**config.mk**
```make
export PLATFORM = sky130hd
export DESIGN_NAME = multi_engine_dispatch
export DESIGN_NICKNAME = d
export VERILOG_FILES = /design/src/rtl/multi_engine_dispatch.sv
export SDC_FILE = /design/constraint.sdc
export NUM_CORES = 1
export LEC_CHECK = 0
export ABC_CLOCK_PERIOD_IN_PS = 7000
export CAP_MARGIN = 20
export CORE_AREA = 2 2 355 357
export CTS_CLUSTER_DIAMETER = 120
export CTS_CLUSTER_SIZE = 40
export DETAILED_ROUTE_END_ITERATION = 8
export DIE_AREA = 0 0 357 359
export GPL_TIMING_DRIVEN = 0
export PLACE_DENSITY = 0.38
export SYNTH_ARGS = -nofsm -noshare
export SYNTH_HDL_FRONTEND = slang
export SYNTH_SLANG_ARGS = --single-unit
export TNS_END_PERCENT = 10
```
**constraint.sdc**
```tcl
create_clock -name clk -period 7 [get_ports clk]
set_input_delay 1.4 -clock clk [delete_from_list [all_inputs] [get_ports clk]]
set_output_delay 1.4 -clock clk [all_outputs]
set_load 0.02 [all_outputs]
```
**src/rtl/multi_engine_dispatch.sv**
```systemverilog
// Multi-engine front/back end: round-robin job dispatch to NUM_ENGINES engines
// with outstanding-job limits, and packet-atomic round-robin result merging.
// Optional DISPATCH_STATS_EN adds job_cnt_out / pkt_cnt_out statistics counters.
module multi_engine_dispatch #(
  parameter int NUM_ENGINES     = 4,
  parameter int DATA_WIDTH      = 128,
  parameter int MAX_OUTSTANDING = 2
) (
  input  logic                              clk,
  input  logic                              rst,
  input  logic                              si_valid_in,
  input  logic [DATA_WIDTH-1:0]             si_data_in,
  output logic                              si_rdy_out,
  output logic [NUM_ENGINES-1:0]            eng_valid_out,
  output logic [DATA_WIDTH-1:0]             eng_data_out,
  input  logic [NUM_ENGINES-1:0]            eng_rdy_in,
  input  logic [NUM_ENGINES-1:0]            res_valid_in,
  input  logic [NUM_ENGINES*DATA_WIDTH-1:0] res_data_in,
  input  logic [NUM_ENGINES-1:0]            res_last_in,
  output logic [NUM_ENGINES-1:0]            res_rdy_out,
  output logic                              so_valid_out,
  output logic [DATA_WIDTH-1:0]             so_data_out,
  output logic                              so_last_out,
  input  logic                              so_rdy_in,
  output logic                              busy_out,
  output logic                              err_out
`ifdef DISPATCH_STATS_EN
  ,
  output logic [31:0]                       job_cnt_out,
  output logic [31:0]                       pkt_cnt_out
`endif
);

  localparam int IW = $clog2(NUM_ENGINES);
  localparam int CW = $clog2(MAX_OUTSTANDING + 1);
  localparam logic [CW-1:0] MAX_CNT = CW'(MAX_OUTSTANDING);

  typedef enum logic [1:0] {IDLE, PICK, SEND_HDR, SEND_BODY} disp_state_e;
  typedef enum logic       {M_IDLE, M_PKT} merge_state_e;

  disp_state_e             d_state_q, d_state_d;
  logic [DATA_WIDTH-1:0]   header_q, header_d;
  logic [15:0]             remaining_q, remaining_d;
  logic [IW-1:0]           sel_q, sel_d, dptr_q, dptr_d;
  merge_state_e            m_state_q, m_state_d;
  logic [IW-1:0]           gnt_q, gnt_d, mptr_q, mptr_d;
  logic [CW-1:0]           outstanding_q [NUM_ENGINES];
  logic [CW-1:0]           outstanding_d [NUM_ENGINES];
  logic                    err_q, err_d;

  logic [NUM_ENGINES-1:0]  eligible, inc_vec, dec_vec;
  logic                    any_out;
  logic                    pick_found, gnt_found, pick_fire, pkt_done;
  logic [IW-1:0]           pick_idx, gnt_idx;

  // First requester at or after ptr, wrapping; returns {found, index}.
  function automatic logic [IW:0] rr_pick(input logic [NUM_ENGINES-1:0] req,
                                          input logic [IW-1:0] ptr);
    logic          found;
    logic [IW-1:0] idx;
    logic [IW-1:0] cand;
    found = 1'b0;
    idx   = '0;
    for (int k = NUM_ENGINES - 1; k >= 0; k--) begin
      cand = IW'((int'(ptr) + k) % NUM_ENGINES);
      if (req[cand]) begin
        found = 1'b1;
        idx   = cand;
      end
    end
    return {found, idx};
  endfunction

  function automatic logic [IW-1:0] next_ptr(input logic [IW-1:0] p);
    return (p == IW'(NUM_ENGINES - 1)) ? '0 : IW'(p + 1'b1);
  endfunction

  assign {pick_found, pick_idx} = rr_pick(eligible, dptr_q);
  assign {gnt_found, gnt_idx}   = rr_pick(res_valid_in, mptr_q);

  // NOTE: every always_comb output gets a default first so no path can infer a latch.
  always_comb begin
    d_state_d     = d_state_q;
    header_d      = header_q;
    remaining_d   = remaining_q;
    sel_d         = sel_q;
    dptr_d        = dptr_q;
    pick_fire     = 1'b0;
    si_rdy_out    = 1'b0;
    eng_valid_out = '0;
    eng_data_out  = header_q;
    case (d_state_q)
      IDLE: begin
        si_rdy_out = !rst;
        if (si_valid_in) begin
          header_d    = si_data_in;
          remaining_d = si_data_in[15:0];
          d_state_d   = PICK;
        end
      end
      PICK: begin
        if (pick_found) begin
          pick_fire = 1'b1;
          sel_d     = pick_idx;
          dptr_d    = next_ptr(pick_idx);
          d_state_d = SEND_HDR;
        end
      end
      SEND_HDR: begin
        eng_valid_out[sel_q] = 1'b1;
        if (eng_rdy_in[sel_q]) d_state_d = (remaining_q == '0) ? IDLE : SEND_BODY;
      end
      SEND_BODY: begin
        // Body words bypass any buffering: the chosen engine back-pressures the input.
        eng_valid_out[sel_q] = si_valid_in;
        eng_data_out         = si_data_in;
        si_rdy_out           = eng_rdy_in[sel_q];
        if (si_valid_in && eng_rdy_in[sel_q]) begin
          remaining_d = remaining_q - 1'b1;
          if (remaining_q == 16'd1) d_state_d = IDLE;
        end
      end
      default: d_state_d = IDLE;
    endcase
  end

  always_comb begin
    m_state_d    = m_state_q;
    gnt_d        = gnt_q;
    mptr_d       = mptr_q;
    pkt_done     = 1'b0;
    res_rdy_out  = '0;
    so_valid_out = 1'b0;
    so_data_out  = '0;
    so_last_out  = 1'b0;
    case (m_state_q)
      M_IDLE: begin
        if (gnt_found) begin
          gnt_d     = gnt_idx;
          m_state_d = M_PKT;
        end
      end
      M_PKT: begin
        so_valid_out       = res_valid_in[gnt_q];
        so_data_out        = res_data_in[int'(gnt_q)*DATA_WIDTH +: DATA_WIDTH];
        so_last_out        = res_valid_in[gnt_q] & res_last_in[gnt_q];
        res_rdy_out[gnt_q] = so_rdy_in;
        if (res_valid_in[gnt_q] && so_rdy_in && res_last_in[gnt_q]) begin
          pkt_done  = 1'b1;
          mptr_d    = next_ptr(gnt_q);
          m_state_d = M_IDLE;
        end
      end
      default: m_state_d = M_IDLE;
    endcase
  end

  always_comb begin
    inc_vec = '0;
    dec_vec = '0;
    if (pick_fire) inc_vec[pick_idx] = 1'b1;
    if (pkt_done)  dec_vec[gnt_q]    = 1'b1;
  end

  always_comb begin
    any_out = 1'b0;
    for (int i = 0; i < NUM_ENGINES; i++) begin
      eligible[i] = outstanding_q[i] < MAX_CNT;
      if (outstanding_q[i] != '0) any_out = 1'b1;
    end
  end

  // A simultaneous dispatch and completion on one engine cancels out.
  always_comb begin
    err_d = err_q;
    for (int i = 0; i < NUM_ENGINES; i++) begin
      outstanding_d[i] = outstanding_q[i];
      if (inc_vec[i] && !dec_vec[i]) begin
        outstanding_d[i] = outstanding_q[i] + 1'b1;
      end else if (dec_vec[i] && !inc_vec[i]) begin
        if (outstanding_q[i] == '0) err_d = 1'b1;
        else outstanding_d[i] = outstanding_q[i] - 1'b1;
      end
    end
  end

  assign busy_out = (d_state_q != IDLE) || any_out;
  assign err_out  = err_q;

  // NOTE: state registers use non-blocking assignments so all flops update together.
  always_ff @(posedge clk or posedge rst) begin
    if (rst) begin
      d_state_q   <= IDLE;
      header_q    <= '0;
      remaining_q <= '0;
      sel_q       <= '0;
      dptr_q      <= '0;
      m_state_q   <= M_IDLE;
      gnt_q       <= '0;
      mptr_q      <= '0;
      err_q       <= 1'b0;
      // NOTE: the counter array is small control state, so it is reset like any flop.
      for (int i = 0; i < NUM_ENGINES; i++) outstanding_q[i] <= '0;
    end else begin
      d_state_q     <= d_state_d;
      header_q      <= header_d;
      remaining_q   <= remaining_d;
      sel_q         <= sel_d;
      dptr_q        <= dptr_d;
      m_state_q     <= m_state_d;
      gnt_q         <= gnt_d;
      mptr_q        <= mptr_d;
      err_q         <= err_d;
      outstanding_q <= outstanding_d;
    end
  end

`ifdef DISPATCH_STATS_EN
  logic [31:0] job_cnt_q, pkt_cnt_q;
  logic        hdr_xfer;

  assign hdr_xfer = (d_state_q == SEND_HDR) && eng_rdy_in[sel_q];

  always_ff @(posedge clk or posedge rst) begin
    if (rst) begin
      job_cnt_q <= '0;
      pkt_cnt_q <= '0;
    end else begin
      if (hdr_xfer) job_cnt_q <= job_cnt_q + 32'd1;
      if (pkt_done) pkt_cnt_q <= pkt_cnt_q + 32'd1;
    end
  end

  assign job_cnt_out = job_cnt_q;
  assign pkt_cnt_out = pkt_cnt_q;
`endif

endmodule

```
Yosys cells after proc, flatten, opt, wreduce, memory -nomap -nowiden
Index checks and enable logic that the tools add are counted.
{"block": "word_totals", "reg_bits": 164, "in_bits": 656, "output_inout_bits": 269, "wordCells": 218}
{"block": "classes", "addsub": 17, "order_cmp": 18, "n_eq_ne": 15, "shifts": 1, "muxes": 100, "n_bitwise": 4, "n_reduce_logical": 50}
{"op": "$shiftx A512 B10 Y128", "n": 1}
{"op": "$mux W128", "n": 2}
{"op": "$mux W2", "n": 28}
{"op": "$mux W1", "n": 46}
{"op": "$lt A2 B3 Y1 const B", "n": 11}
{"op": "$mux W16", "n": 2}
{"op": "$pmux W16 S2", "n": 1}
{"op": "$bmux W1 S2", "n": 11}
{"op": "$reduce_bool A2 Y1", "n": 10}
{"op": "$ne A2 B2 Y1 const B", "n": 9}
{"op": "$add A2 B1 Y2 const B", "n": 8}
{"op": "$eq A16 B1 Y1 const B", "n": 1}
{"op": "$logic_not A16 Y1", "n": 1}
{"op": "$reduce_and A2 Y1", "n": 8}
{"op": "$sub A16 B1 Y16 const B", "n": 1}
{"op": "$logic_and A1 B1 Y1", "n": 14}
{"op": "$mux W4", "n": 3}
{"op": "$logic_not A2 Y1", "n": 5}
{"op": "$logic_not A1 Y1", "n": 9}
{"op": "$add A2 B2 Y2 const B", "n": 4}
{"op": "$and A4 B4 Y4", "n": 2}
{"op": "$eq A2 B2 Y1 const B", "n": 4}
{"op": "$lt A2 B2 Y1 const B", "n": 4}
{"op": "$pmux W2 S4", "n": 1}
{"op": "other kinds (11)", "n": 19}

Longest topological paths before layout
Gate-level depths: netlist of run 1.
{"block": "depth", "word_depth": 25, "depth_mapped": 12, "depth_no_buf": 12}

Least setup slack after synthesis of run 1
No wires, ideal clock.
{"block": "synth_path", "path_type": "input-to-output", "from": "input port rst", "to": "output port si_rdy_out", "arrival_ns": 5.647, "required_time_ns": 5.600, "path_slack_ns": -0.047, "cell_stages": 3, "n_path_buf": 0, "path_cell_list": "inv_1 a22oi_1 nor2_1"}
{"block": "synth_between", "elab_chain_cells": 2}
{"item": "start, declared", "line_no": "10", "source": "input logic rst,"}
{"item": "$logic_not A1 Y1 (no source line)"}
{"item": "$pmux W1 S2", "line_no": "92", "source": "case (d_state_q)"}
{"item": "end, declared", "line_no": "13", "source": "output logic si_rdy_out,"}
No other way between the ends.

Worst setup path after layout of run 1
{"block": "layout_path", "from": "register gnt_q[1]", "to": "output port so_data_out[86]"}
{"block": "layout_between", "elab_chain_cells": 2}
{"item": "start, declared", "line_no": "46", "source": "logic [IW-1:0] gnt_q, gnt_d, mptr_q, mptr_d;"}
{"item": "start signal, assigned", "line_no": "211", "source": "gnt_q <= gnt_d;"}
{"item": "$shiftx A512 B10 Y128", "line_no": "145", "source": "so_data_out = res_data_in[int'(gnt_q)*DATA_WIDTH +: DATA_WIDTH];"}
{"item": "$mux W128", "line_no": "136", "source": "case (m_state_q)"}
{"item": "end, declared", "line_no": "22", "source": "output logic [DATA_WIDTH-1:0] so_data_out,"}
No other way between the ends.

==> results of run 1 <==
==> kinds of logic (layout without fill, tap and decap cells) <==
group | count (synthesis) | in the layout | synth area share, %
mux | 391 | 391 | 45.8
simple gates | 262 | 262 | 11.9
flops | 164 | 164 | 31.9
buf+inv | 112 | 1074 | 4.18
compound gates | 77 | 77 | 3.98
fa+ha+maj | 23 | 23 | 2.24
other cells | 0 | 19 | 0
==> critical path: stages, from the launching register on <==
cell and delay [ns]:
dfrtp_1 0.39, clkbuf_1 0.64, clkbuf_1 0.65, buf_2 0.43, mux4_2 0.43, and2_1 0.20
clkdlybuf4s50_1 0.83
==> area by class of cell <==
type | instances | area, µm² | area share [%]
plain buffers | 81 | 422 | 1.69
clock buffers | 21 | 450 | 1.81
inverters | 31 | 120 | 0.482
well taps | 1650 | 2060 | 8.28
repair buffers | 931 | 9380 | 37.6
multi-input cells | 753 | 8220 | 33.0
clock inverters | 10 | 124 | 0.497
flip-flops and latches | 164 | 4100 | 16.5
diodes | 19 | 47.5 | 0.191
==> routing by layer <==
| layer | up-vias | GRT usage [%] |
|---|---|---|
| li1 | 5803 | - |
| met2 | 698 | 27.9 |
| met3 | 145 | 7.03 |
| met1 | 6675 | 15.6 |
| met5 | - | 0 |
| met4 | 42 | 6.19 |
==> through the flow <==
stage | std cells | hold WS (ns) | total power, W | TNS, ns
after global placement | 3603 | 0.485 | 0.00988 | -1.44
after detailed placement | 3610 | 0.490 | 0.00992 | 0
final | 3660 | 0.502 | 0.0108 | 0
after floorplan | 1029 | 0.475 | 0.00603 | 0
after CTS | 3641 | 0.505 | 0.0110 | 0
after global routing | 3651 | 0.523 | 0.0114 | 0
==> flip-flops by register name (all words and copies together) (netlist names) <==
name	flops
d_state_q	2
dptr_q	2
err_out	1
gnt_q	2
header_q	128
m_state_q	1
mptr_q	2
outstanding_q	8
remaining_q	16
sel_q	2
==> cell usage in the layout (no fill, tap or decap), drive strengths merged, types with 8 or more instances in the layout <==
cell type      netlist  layout
a21oi               16      16
and2               132     132
buf                 49      56
clkbuf              32      53
clkdlybuf4s50        0     924
dfrtp              164     164
diode                0      19
ha                  23      23
inv                 31      32
mux2               259     259
mux4               131     131
nand2               38      38
nor2                32      32
nor3                12      12
nor3b                8       8
o21ai               23      23
==> synthesized netlist by cell type, drive strengths merged (2+ instances only) <==
library cell and count:
inv 31, o221ai 3, a21boi 2, nor2 32, and2 132, nand4 3
nand3b 3, and3 5, o211ai 4, nand2 38, o22ai 4, nor3b 8
and3b 2, nor2b 7, nand3 6, mux2 259, dfrtp 164, or3 4
o22a 2, ha 23, a21oi 16, a21o 5, nor4 6, mux4 131
clkbuf 32, a311oi 3, a31oi 6, o21ai 23, buf 49, and4 2
nor3 12
==> worst max-delay path by stage <==
stage,end,depth (start not counted),start
final,so_data_out[86],6,gnt_q[1]
after detailed placement,si_rdy_out,8,rst
after global placement,si_rdy_out,5,rst
after global routing,so_data_out[82],6,gnt_q[1]
after floorplan,si_rdy_out,3,rst
after CTS,so_data_out[84],6,gnt_q[1]
==> power by group <==
group | total, W | switching [W] | leakage [nW] | internal, W
Sequential | 0.00173 | 0.000308 | 1.95 | 0.00142
Clock | 0.000993 | 0.000457 | 0.274 | 0.000536
Combinational | 0.00807 | 0.00415 | 6.85 | 0.00392
Total | 0.0108 | 0.00491 | 9.07 | 0.00588
==> results.md, run 1 <==
- CP arrival: 4.09 ns
- Max Slew Vio Count: 0
- RR Endpoint: outstanding_q[7]
- Worst Path Max Fanout: 10
- I/O Pins: 925
- CTS sink cnt: 164
- Post_cts resized: 0
- Hold Path Class: reg2reg
- Starting Density: 10.3%
- Die Y: 359 µm
- Input/output buffers: 924
- # rows: 130
- Antenna violations before repair: 53
- Reg clk slew, reported paths: 0.07 ns
- GPL Wtd Cong: 0.932
- R2R setup slack: 3.93 ns
- Clk_lat worst skew: 0.49 ns
- WL met2: 52500 µm
- Syn nets: 1708
- Hold Path Cell Cnt: 1
- Max VDD drop: 0.268 mV
- Hold Path End: header_q[102]
- Routed length on met3: 10800 µm
- Met1 wire length: 35900 µm
- Worst r2r path cells: 10
- Register bit total from synthesis: 164
- Top sig layer: met5
- Residual DRC: 0
- Synth Flop Type: dfrtp_1
- Post-CTS Hold Buffers: 0
- Peak Freq: 182 MHz
- CP required: 5.60 ns
- Area after DPL: 0.0243 mm²
- Clk root buf: clkbuf_16
- Vias/cell: 3.65
- Fin area: 0.0249 mm²
- WL/cell: 28.2 µm
- DIE AREA: 0.128 mm²
- Antenna violation net count after detailed routing: 0
- Post-synth ARST share: 100%
- Layout area overhead: 93.8%
- Mapped Cells: 1029
- Final hold vios: 0
- DR vias: 13363
- Final WS setup: 1.51 ns
- Final min period: 5.49 ns
- Post-layout nets: 2658
- Netlist cell types: 63
- DR pass1 iterations: 5
- Leakage: 9.07 nW
- HPWL after DPL: 90400 µm
- RSZ-0062 raised after global routing: no
- Sequential share of the synthesized area: 31.9%
- CTS Buf Count: 17
- Relative slew slack: 30.7%
- First-pass GRT wire length: 134000 µm
- Worst r2r src: gnt_q[1]
- Core Util, Final: 20.0%
- Post-Syn Area: 0.0129 mm²
- Outcome: finished, final reports clean
- Worst clock skew: 0.0143 ns
- Initial DRC Count: 572
- Setup Fix Bufs, Post-CTS: 0
- Dominant cell type by area after synthesis: dfrtp_1
- Min-delay src: header_q[102]
- Power per cell area: 433 mW/mm²
- Period utilisation layout: 78.4%
- Yosys warning count: 0
- Synth Area per Inst: 12.5 µm²
- Largest net degree at the start of global routing: 39
- Max clock buf depth: 2
- Top post-synthesis cells by area: dfrtp_1, mux4_2, mux2_2
- Setup violations, final: 0
- # H-tree levels: 4
- Remaining Overflow, GRT: 0
- Total GRT Usage: 15.6%
- Fraction of layout cells with a size suffix above 1: 24.8%
- Pre-CTS setup slack: 1.63 ns
- Startpoint Class: flip-flop
- EDFF count, synth: 0
- Core Area: 0.125 mm²
- Least-Margin Pin Slew: 1.04 ns
- Post-synth top area share: 31.9%
- Worst setup path category: reg2out
- Total wire length: 103000 µm
- Crit end category: output port
- FILL cells: 13592
- Vias in the first global route: 14687
- CTS tree: yes
- Horiz. Die Dim: 357 µm
- MaxCap Viol Count: 0
Power figures use the tool's default switching activity.
==> run 2: changes to the inputs <==
ABC_CLOCK_PERIOD_IN_PS = 5530   (was 7000)
clock period = 5.53 ns   (was 7 ns; I/O delays follow)
==> results of run 2 <==
Same layout as run 1 (identical final DEF). Status: finished, final reports clean.
Among the figures that moved: setup slack after placement 1.63 ns -> 0.729 ns; setup slack after layout 1.51 ns -> 0.336 ns; register-to-register setup slack 3.93 ns -> 2.46 ns; total power 0.0108 W -> 0.0137 W; worst IR drop on VDD 0.268 mV -> 0.339 mV
